$ cat src/rtl/dvp_tx_pkg.sv
// Shared types and helpers for the DVP transmit path: state encoding,
// RGB565 <-> DVP word packing and counter sizing.
package dvp_tx_pkg;

    typedef enum logic [2:0] {
        ST_IDLE   = 3'd0,
        ST_VSYNC  = 3'd1,
        ST_VBP    = 3'd2,
        ST_ACTIVE = 3'd3,
        ST_VFP    = 3'd4
    } dvp_state_e;

    // Swaps the 5-bit R and B fields around G; applying it twice restores the pixel.
    function automatic logic [15:0] rgb565_to_dvp_word(input logic [15:0] pix);
        return {pix[4:0], pix[10:5], pix[15:11]};
    endfunction

    function automatic int h_cnt_width(input int h_active, input int h_blank);
        int len;
        len = 32'd2 * h_active + h_blank;
        return (len > 32'd1) ? $clog2(len) : 32'd1;
    endfunction

    function automatic int line_cnt_width(input int v_active, input int vsync_lines,
                                          input int vbp_lines, input int vfp_lines);
        int total;
        total = v_active + vsync_lines + vbp_lines + vfp_lines;
        return (total > 32'd1) ? $clog2(total) : 32'd1;
    endfunction

endpackage

$ cat src/rtl/dvp_tx_timing.sv
// Frame timing generator: region state machine, horizontal and per-region line
// counters, and decoded strobes describing the current byte slot.
module dvp_tx_timing
    import dvp_tx_pkg::*;
#(
    parameter int H_ACTIVE    = 640,
    parameter int V_ACTIVE    = 480,
    parameter int H_BLANK     = 160,
    parameter int VSYNC_LINES = 3,
    parameter int VBP_LINES   = 17,
    parameter int VFP_LINES   = 10
) (
    input  logic i_clk_pixel,
    input  logic i_rst,
    input  logic i_enable,
    output logic o_slot_active,
    output logic o_slot_even,
    output logic o_first_slot,
    output logic o_vsync,
    output logic o_frame_start
);

    localparam int LINE_LEN = 32'd2 * H_ACTIVE + H_BLANK;
    localparam int H_W      = h_cnt_width(H_ACTIVE, H_BLANK);
    localparam int LN_W     = line_cnt_width(V_ACTIVE, VSYNC_LINES, VBP_LINES, VFP_LINES);

    localparam logic [H_W-1:0]  H_ZERO      = H_W'(32'd0);
    localparam logic [H_W-1:0]  H_ONE       = H_W'(32'd1);
    localparam logic [H_W-1:0]  H_LAST      = H_W'(LINE_LEN - 32'd1);
    localparam logic [H_W-1:0]  H_ACT_END   = H_W'(32'd2 * H_ACTIVE);
    localparam logic [LN_W-1:0] LN_ZERO     = LN_W'(32'd0);
    localparam logic [LN_W-1:0] LN_ONE      = LN_W'(32'd1);
    localparam logic [LN_W-1:0] VSYNC_LAST  = LN_W'(VSYNC_LINES - 32'd1);
    localparam logic [LN_W-1:0] VBP_LAST    = LN_W'(VBP_LINES - 32'd1);
    localparam logic [LN_W-1:0] ACTIVE_LAST = LN_W'(V_ACTIVE - 32'd1);
    localparam logic [LN_W-1:0] VFP_LAST    = LN_W'(VFP_LINES - 32'd1);

    dvp_state_e      state_r;
    dvp_state_e      state_nxt_s;
    dvp_state_e      next_region_s;
    logic [H_W-1:0]  h_r;
    logic [H_W-1:0]  h_nxt_s;
    logic [LN_W-1:0] line_r;
    logic [LN_W-1:0] line_nxt_s;
    logic [LN_W-1:0] region_last_s;

    // Last line index of the current region and the region that follows it.
    always_comb begin
        region_last_s = LN_ZERO;
        next_region_s = ST_IDLE;
        case (state_r)
            ST_VSYNC: begin
                region_last_s = VSYNC_LAST;
                next_region_s = ST_VBP;
            end
            ST_VBP: begin
                region_last_s = VBP_LAST;
                next_region_s = ST_ACTIVE;
            end
            ST_ACTIVE: begin
                region_last_s = ACTIVE_LAST;
                next_region_s = ST_VFP;
            end
            ST_VFP: begin
                region_last_s = VFP_LAST;
                if (i_enable) begin
                    next_region_s = ST_VSYNC;
                end else begin
                    next_region_s = ST_IDLE;
                end
            end
            default: begin
                region_last_s = LN_ZERO;
                next_region_s = ST_IDLE;
            end
        endcase
    end

    // Counter advance; a region only changes on the wrap of its last line.
    always_comb begin
        state_nxt_s = state_r;
        h_nxt_s     = h_r;
        line_nxt_s  = line_r;
        case (state_r)
            ST_IDLE: begin
                h_nxt_s    = H_ZERO;
                line_nxt_s = LN_ZERO;
                if (i_enable) begin
                    state_nxt_s = ST_VSYNC;
                end else begin
                    state_nxt_s = ST_IDLE;
                end
            end
            ST_VSYNC, ST_VBP, ST_ACTIVE, ST_VFP: begin
                if (h_r == H_LAST) begin
                    h_nxt_s = H_ZERO;
                    if (line_r == region_last_s) begin
                        line_nxt_s  = LN_ZERO;
                        state_nxt_s = next_region_s;
                    end else begin
                        line_nxt_s  = line_r + LN_ONE;
                    end
                end else begin
                    h_nxt_s = h_r + H_ONE;
                end
            end
            default: begin
                state_nxt_s = ST_IDLE;
                h_nxt_s     = H_ZERO;
                line_nxt_s  = LN_ZERO;
            end
        endcase
    end

    // State and counter registers.
    always_ff @(posedge i_clk_pixel) begin
        if (i_rst) begin
            state_r <= ST_IDLE;
            h_r     <= H_ZERO;
            line_r  <= LN_ZERO;
        end else begin
            state_r <= state_nxt_s;
            h_r     <= h_nxt_s;
            line_r  <= line_nxt_s;
        end
    end

    // Slot decodes for the current cycle; the top level registers them onto the pins.
    always_comb begin
        o_slot_active = (state_r == ST_ACTIVE) && (h_r < H_ACT_END);
        o_slot_even   = ~h_r[0];
        o_first_slot  = (state_r == ST_ACTIVE) && (line_r == LN_ZERO) && (h_r == H_ZERO);
        o_vsync       = (state_r == ST_VSYNC);
        o_frame_start = (state_r == ST_VBP) && (line_r == LN_ZERO) && (h_r == H_ZERO);
    end

endmodule

$ cat src/rtl/dvp_camera_emitter.sv
// RGB565 stream to DVP byte stream emitter: one-pixel holding register,
// two-byte-per-pixel output mux and sticky underflow / sync error flags.
module dvp_camera_emitter
    import dvp_tx_pkg::*;
#(
    parameter int H_ACTIVE    = 640,
    parameter int V_ACTIVE    = 480,
    parameter int H_BLANK     = 160,
    parameter int VSYNC_LINES = 3,
    parameter int VBP_LINES   = 17,
    parameter int VFP_LINES   = 10
) (
    input  logic        i_clk_pixel,
    input  logic        i_rst,
    input  logic        i_enable,
    input  logic        i_clear_flags,
    input  logic        i_rgb565_valid,
    input  logic        i_rgb565_sof,
    input  logic [15:0] i_rgb565_data,
    output logic        o_rgb565_ready,
    output logic        o_camera_vsync,
    output logic        o_camera_hsync,
    output logic [7:0]  o_camera_data,
    output logic        o_frame_start,
    output logic        o_underflow,
    output logic        o_sync_err
);

    logic        slot_active_s;
    logic        slot_even_s;
    logic        first_slot_s;
    logic        vsync_s;
    logic        frame_start_s;
    logic        consume_s;
    logic        accept_s;
    logic        underflow_set_s;
    logic        sync_err_set_s;
    logic [15:0] packed_s;

    logic        hold_valid_r;
    logic        hold_sof_r;
    logic [15:0] hold_data_r;
    logic [7:0]  lo_byte_r;
    logic [7:0]  data_r;
    logic        vsync_r;
    logic        hsync_r;
    logic        frame_start_r;
    logic        underflow_r;
    logic        sync_err_r;

    dvp_tx_timing #(
        .H_ACTIVE    (H_ACTIVE),
        .V_ACTIVE    (V_ACTIVE),
        .H_BLANK     (H_BLANK),
        .VSYNC_LINES (VSYNC_LINES),
        .VBP_LINES   (VBP_LINES),
        .VFP_LINES   (VFP_LINES)
    ) u_timing (
        .i_clk_pixel   (i_clk_pixel),
        .i_rst         (i_rst),
        .i_enable      (i_enable),
        .o_slot_active (slot_active_s),
        .o_slot_even   (slot_even_s),
        .o_first_slot  (first_slot_s),
        .o_vsync       (vsync_s),
        .o_frame_start (frame_start_s)
    );

    // Handshake and fault detection for the slot being emitted this cycle.
    always_comb begin
        consume_s       = slot_active_s && slot_even_s;
        o_rgb565_ready  = !hold_valid_r || consume_s;
        accept_s        = i_rgb565_valid && o_rgb565_ready;
        packed_s        = rgb565_to_dvp_word(hold_data_r);
        underflow_set_s = consume_s && !hold_valid_r;
        if (consume_s && hold_valid_r) begin
            sync_err_set_s = first_slot_s ? !hold_sof_r : hold_sof_r;
        end else begin
            sync_err_set_s = 1'b0;
        end
    end

    // Holding register; a new pixel may land in the same cycle the old one leaves.
    always_ff @(posedge i_clk_pixel) begin
        if (i_rst) begin
            hold_valid_r <= 1'b0;
            hold_sof_r   <= 1'b0;
            hold_data_r  <= 16'h0000;
        end else if (accept_s) begin
            hold_valid_r <= 1'b1;
            hold_sof_r   <= i_rgb565_sof;
            hold_data_r  <= i_rgb565_data;
        end else if (consume_s) begin
            hold_valid_r <= 1'b0;
        end
    end

    // Pin registers; the low byte is captured at consume so the hold slot frees early.
    always_ff @(posedge i_clk_pixel) begin
        if (i_rst) begin
            vsync_r       <= 1'b0;
            hsync_r       <= 1'b0;
            frame_start_r <= 1'b0;
            data_r        <= 8'h00;
            lo_byte_r     <= 8'h00;
        end else begin
            vsync_r       <= vsync_s;
            hsync_r       <= slot_active_s;
            frame_start_r <= frame_start_s;
            if (consume_s) begin
                data_r    <= hold_valid_r ? packed_s[15:8] : 8'h00;
                lo_byte_r <= hold_valid_r ? packed_s[7:0]  : 8'h00;
            end else if (slot_active_s) begin
                data_r    <= lo_byte_r;
            end else begin
                data_r    <= 8'h00;
            end
        end
    end

    // Sticky flags; a fault in the clearing cycle keeps the flag set.
    always_ff @(posedge i_clk_pixel) begin
        if (i_rst) begin
            underflow_r <= 1'b0;
            sync_err_r  <= 1'b0;
        end else begin
            underflow_r <= underflow_set_s || (underflow_r && !i_clear_flags);
            sync_err_r  <= sync_err_set_s  || (sync_err_r  && !i_clear_flags);
        end
    end

    assign o_camera_vsync = vsync_r;
    assign o_camera_hsync = hsync_r;
    assign o_camera_data  = data_r;
    assign o_frame_start  = frame_start_r;
    assign o_underflow    = underflow_r;
    assign o_sync_err     = sync_err_r;

endmodule

$ cat config.mk
export PLATFORM = sky130hd
export DESIGN_NAME = dvp_camera_emitter
export DESIGN_NICKNAME = d
export VERILOG_FILES = /design/src/rtl/dvp_tx_pkg.sv /design/src/rtl/dvp_tx_timing.sv /design/src/rtl/dvp_camera_emitter.sv
export SDC_FILE = /design/constraint.sdc
export NUM_CORES = 1
export LEC_CHECK = 0
export ABC_AREA = 1
export ABC_CLOCK_PERIOD_IN_PS = 3400
export CAP_MARGIN = 5
export CELL_PAD_IN_SITES_DETAIL_PLACEMENT = 0
export CELL_PAD_IN_SITES_GLOBAL_PLACEMENT = 1
export CORE_MARGIN = 2
export CORE_UTILIZATION = 44
export CTS_BUF_LIST = sky130_fd_sc_hd__clkbuf_8
export DETAILED_ROUTE_END_ITERATION = 7
export GPL_TIMING_DRIVEN = 0
export PLACE_DENSITY = 0.93
export SYNTH_ARGS = -nofsm -noshare
export SYNTH_HDL_FRONTEND = slang
export SYNTH_SLANG_ARGS = --single-unit
$ cat constraint.sdc
create_clock -name i_clk_pixel -period 3.4 [get_ports i_clk_pixel]
set_input_delay 0.68 -clock i_clk_pixel [delete_from_list [all_inputs] [get_ports i_clk_pixel]]
set_output_delay 0.68 -clock i_clk_pixel [all_outputs]
set_load 0.01 [all_outputs]
### After elaboration in Yosys (flattened, before gate mapping)

Cells that the tools add are included.

* flip-flop bits (word level): 62
* input bits: 22
* output and inout port bits: 14
* word-level logic and storage cells: 66

* add/subtract/negate cells: 2
* magnitude comparators: 1
* equal/unequal tests: 8
* muxes and demuxes: 15
* bitwise gates (word level): 2
* reduce and logical (&&, ||, !) cells: 25

Operators with widths (count)
* case mux 9 bit (4 select lines): 1
* 2-to-1 mux 8 bit: 4
* case mux 3 bit (4 select lines): 1
* adder 11 x 1 -> 11 bit (second input constant): 1
* == test 11 bit (second input constant): 1
* logical AND 1 bit: 11
* logical NOT 11 bit: 1
* < comparator 11 bit (second input constant): 1
* adder 9 x 1 -> 9 bit (second input constant): 1
* == test 9 bit: 1
* logical NOT 9 bit: 1
* 2-to-1 mux 9 bit: 1
* == test 3 x 2 -> 1 bit (second input constant): 2
* 2-to-1 mux 3 bit: 2
* case mux 3 bit (2 select lines): 1
* 2-to-1 mux 1 bit: 5
* != test 2 x 1 -> 1 bit (second input constant): 2
* OR reduction 4 bit: 1
* == test 3 x 1 -> 1 bit (second input constant): 1
* == test 3 bit (second input constant): 1
* logical NOT 1 bit: 3
* logical NOT 3 bit: 1
* logical OR 1 bit: 3
* OR reduction 3 bit: 1
* other kinds (4): 5

### Depth between registers and ports, before layout

* word-level depth: 6
* mapped depth: 12
* gate-level depth less buffers: 10

### By module

A second synthesis with hierarchy kept.

* cells, all modules: 401
* area total of the unflattened synthesis: 2954.1 um2

By module, submodules not included
* dvp_camera_emitter: times used 1, cells each 202, area each 1544.0 um2, sequential area each 780.7 um2
* dvp_tx_timing: times used 1, cells each 199, area each 1410.1 um2, sequential area each 460.4 um2

### Worst setup path after synthesis

No wires, ideal clock.

* path type: reg2out
* from: register u_timing.state_r[0]
* to: output o_rgb565_ready
* arrival: 0.949 ns
* data required time: 2.720 ns
* path slack: 1.771 ns
* cell stages (with the launch flop): 7
* path buffers: 0
* path through: dfxtp_1 > inv_2 > nor2_4 > nand2_4 > nor2_8 > nand2_4 > nand2_4

* longest elaborated chain between the ends: 4

RTL lines
* start, declared: RTL line dvp_tx_timing.sv:38 `dvp_state_e state_r;`
* start signal, assigned: RTL line dvp_tx_timing.sv:122 `state_r <= state_nxt_s;`
* == test 3 x 2 -> 1 bit: RTL line dvp_tx_timing.sv:130 `o_slot_active = (state_r == ST_ACTIVE) && (h_r < H_ACT_END);`
* logical AND 1 bit: RTL line dvp_tx_timing.sv:130
* logical AND 1 bit: RTL line dvp_camera_emitter.sv:71 `consume_s = slot_active_s && slot_even_s;`
* logical OR 1 bit: RTL line dvp_camera_emitter.sv:72 `o_rgb565_ready = !hold_valid_r || consume_s;`
* end, declared: RTL line dvp_camera_emitter.sv:20 `output logic o_rgb565_ready,`

Every way passes these cells.

### Worst setup path after layout

Same ends and word-level chain as after synthesis.

==> flow_metrics.env <==
export IMPL_status="completed"
export IMPL_cts_sink_count=62
export IMPL_die_area_um2=6740
export IMPL_rsz0062_at_grt="false"
export IMPL_max_cap_violations=0
export IMPL_num_rows=28
export IMPL_cts_root_buf="clkbuf_8"
export IMPL_antenna_found_initial=0
export IMPL_syn_area_per_cell_um2=7.50
export IMPL_synth_fp_nets=384
export IMPL_final_layout_size_suffix_gt1_share_pct=8.82
export IMPL_synthDistinctLibCells=31
export IMPL_setup_viol=0
export IMPL_gp_congestion=0.823
export IMPL_final_util_pct=55.9
export IMPL_grt_max_degree=12
export IMPL_final_cells=483
export IMPL_synth_yosys_warnings=0
export IMPL_hp_class="register to register"
export IMPL_ios=36
export IMPL_switching_share_pct=24.4
export IMPL_wl_met3_um=275
export IMPL_drc=0
export IMPL_die_h_um=82.1
export IMPL_post_cts_setup_buffers=0
export IMPL_fmax_ghz=0.375
export IMPL_synthCells=358
export IMPL_leakagePower_uw=0.00126
export IMPL_final_max_slew_viol_count=0
export IMPL_fin_tns_setup_ps=0
export IMPL_start_kind="register"
export IMPL_portBuffers=34
export IMPL_switchingPower_uw=364
export IMPL_hold_viol=0
export IMPL_combinationalPowerShare_pct=7.5
export IMPL_wirelength_um=5660
export IMPL_fill_cells=585
export IMPL_ir_drop_mv=0.299
export IMPL_cts_tree="built"
export IMPL_power_density_nw_per_um2=452
export IMPL_die_w_um=82.1
export IMPL_firstDrtPassIters=4
export IMPL_tightestPinTransition_ps=505
export IMPL_stdcell_area_um2=3310
export IMPL_grt_pass1_wl_um=9680
export IMPL_start_util_pct=45.4
export IMPL_ys_ff_latch=62
export IMPL_dp_cells=467
export IMPL_first_global_vias=2213
export IMPL_holdBufCountCts=0
export IMPL_clockPowerShare_pct=41.8
export IMPL_core_um2=5920
export IMPL_vias_per_cell=4.90
export IMPL_intPower_uw=1130
export IMPL_ctsLongestPathBuffers=2
export IMPL_final_antenna_net_count=0
export IMPL_num_vias=2365
export IMPL_final_nets=429
export IMPL_dp_hpwl_um=4070
export IMPL_drtIter0Drc=96
export IMPL_cts_buffers=9
export IMPL_crit_fanout=10
export IMPL_drt_wirelength_per_cell_um=11.7
export IMPL_worstSetupEndpointType="output port"
export IMPL_clk_latency_ps=340
export IMPL_wl_met1_um=2770
export IMPL_critPathArrivalTime_ps=1990
export IMPL_cts_repair_resized=0
export IMPL_slew_headroom_pct=66.3
export IMPL_synth_area_um2=2690
export IMPL_required_ps=2720
export IMPL_area_delta_synth_final_pct=23.3
export IMPL_criticalPathCategory="register to output port"
export IMPL_overflow=0
export IMPL_whs_ps=462
export IMPL_track_usage_pct=19.0
export IMPL_highest_layer="met4"
export IMPL_finalCritPeriodShare_pct=78.4
export IMPL_n_antenna_cell=0
export IMPL_cts_clk_slew_worst_paths_ps=70
export IMPL_wl_met2_um=2560
export IMPL_placed_area_um2=3120
export IMPL_htree_levels=3
export IMPL_seqPwrFrac_pct=50.7
export IMPL_fin_crit_ps=2670
export IMPL_synth_seq_area_share_pct=46.2
export IMPL_clock_skew_ps=11.1
synth_stat cells, drive strengths merged:
cell    number  area (um^2)
dfxtp       62         1240
inv         28          105
buf          5         40.0
a21oi       23          115
nand3b       1         7.51
nor2        78          342
ha           4         50.1
nand3       29          145
o21a         1         7.51
xor2         8         70.1
nand2       72          298
clkinv       1         8.76
o21ai       22          110
o21bai       1         7.51
nor3         5         30.0
o31ai        1         7.51
and3         1         6.26
clkbuf       5         18.8
nor3b        3         22.5
nand4        7         43.8
xnor2        1         8.76
per-layer routing:
metal	vias to the layer above	GRT usage, %
met1	1067	24.6
li1	1250	-
met5	-	0
met4	0	9.33
met2	42	30.0
met3	6	4.24
area by class of cell:
type                    count  area, um^2  share of cell area, %
inverters                  29         114                   3.44
clock inverters             7        66.3                   2.00
well taps                  75        93.8                   2.84
flip-flops and latches     62        1240                   37.5
multi-input cells         257        1270                   38.4
repair buffers             34         340                   10.3
clock buffers               9         124                   3.74
plain buffers              10        58.8                   1.78
cells by family (layout without fill, tap and decap cells):
kind of cell	Yosys count	in the layout	share of synthesized area, %
flops	62	62	46.2
fa+ha+maj	4	4	1.86
buf+inv	39	89	6.43
simple gates	196	196	33.3
xor+xnor	9	9	2.94
compound gates	48	48	9.23
path summary, 6_finish.rpt:
kind | start | to | slack, ps | depth (start not counted)
setup / recovery | u_timing.state_r[0]$_SDFFE_PP0P_ | o_rgb565_ready | 730 | 7
hold / removal | hold_data_r[13]$_SDFFE_PP0P_ | lo_byte_r[2]$_SDFFE_PP0P_ | 460 | 2
setup reg to reg | u_timing.state_r[1]$_SDFFE_PP0P_ | u_timing.line_r[6]$_SDFFE_PP0P_ | 1540 | 8
hold reg to reg | hold_data_r[13]$_SDFFE_PP0P_ | lo_byte_r[2]$_SDFFE_PP0P_ | 460 | 2
power by group through the flow:
stage | combinational (uW) | sequential [uW] | clock (uW)
5_1_grt | 127 | 761 | 675
4_1_cts | 113 | 759 | 638
2_1_floorplan | 68.2 | 773 | 0
6_report | 112 | 759 | 625
3_5_place_dp | 112 | 775 | 0
3_3_place_gp | 112 | 774 | 0
layout by cell type (no fill, tap or decap), drive strengths merged:
cell	count
clkinv	6
ha	4
and3	1
a21oi	23
clkdlybuf4s50	34
nor3b	3
nand3	29
bufinv	1
xnor2	1
nand4	7
inv	29
o21bai	1
clkbuf	14
xor2	8
dfxtp	62
nor2	78
nand3b	1
nand2	72
o21ai	22
o21a	1
nor3	5
o31ai	1
buf	5
per-stage QoR:
stage	worst slack [ps]	power, uW
after floorplan	1770	841
after global placement	1100	886
after detailed placement	1090	888
after CTS	711	1510
after global routing	621	1560
final	734	1500
worst max-delay path, stage by stage, from the launching register on:
cell and delay (ps):
dfxtp_1 380, inv_2 70, nor2_4 130, nand2_4 90
nor2_8 180, nand2_4 150, nand2_4 110, clkdlybuf4s50_1 540
flip-flops by register name (all words and copies together) (netlist names):
signal / count
o_camera_data: 8
o_camera_vsync: 1
o_camera_hsync: 1
o_underflow: 1
lo_byte_r: 8
hold_data_r: 16
hold_sof_r: 1
hold_valid_r: 1
o_sync_err: 1
u_timing.h_r: 11
o_frame_start: 1
u_timing.line_r: 9
u_timing.state_r: 3
Note: power is estimated with default switching activity, not from simulation.
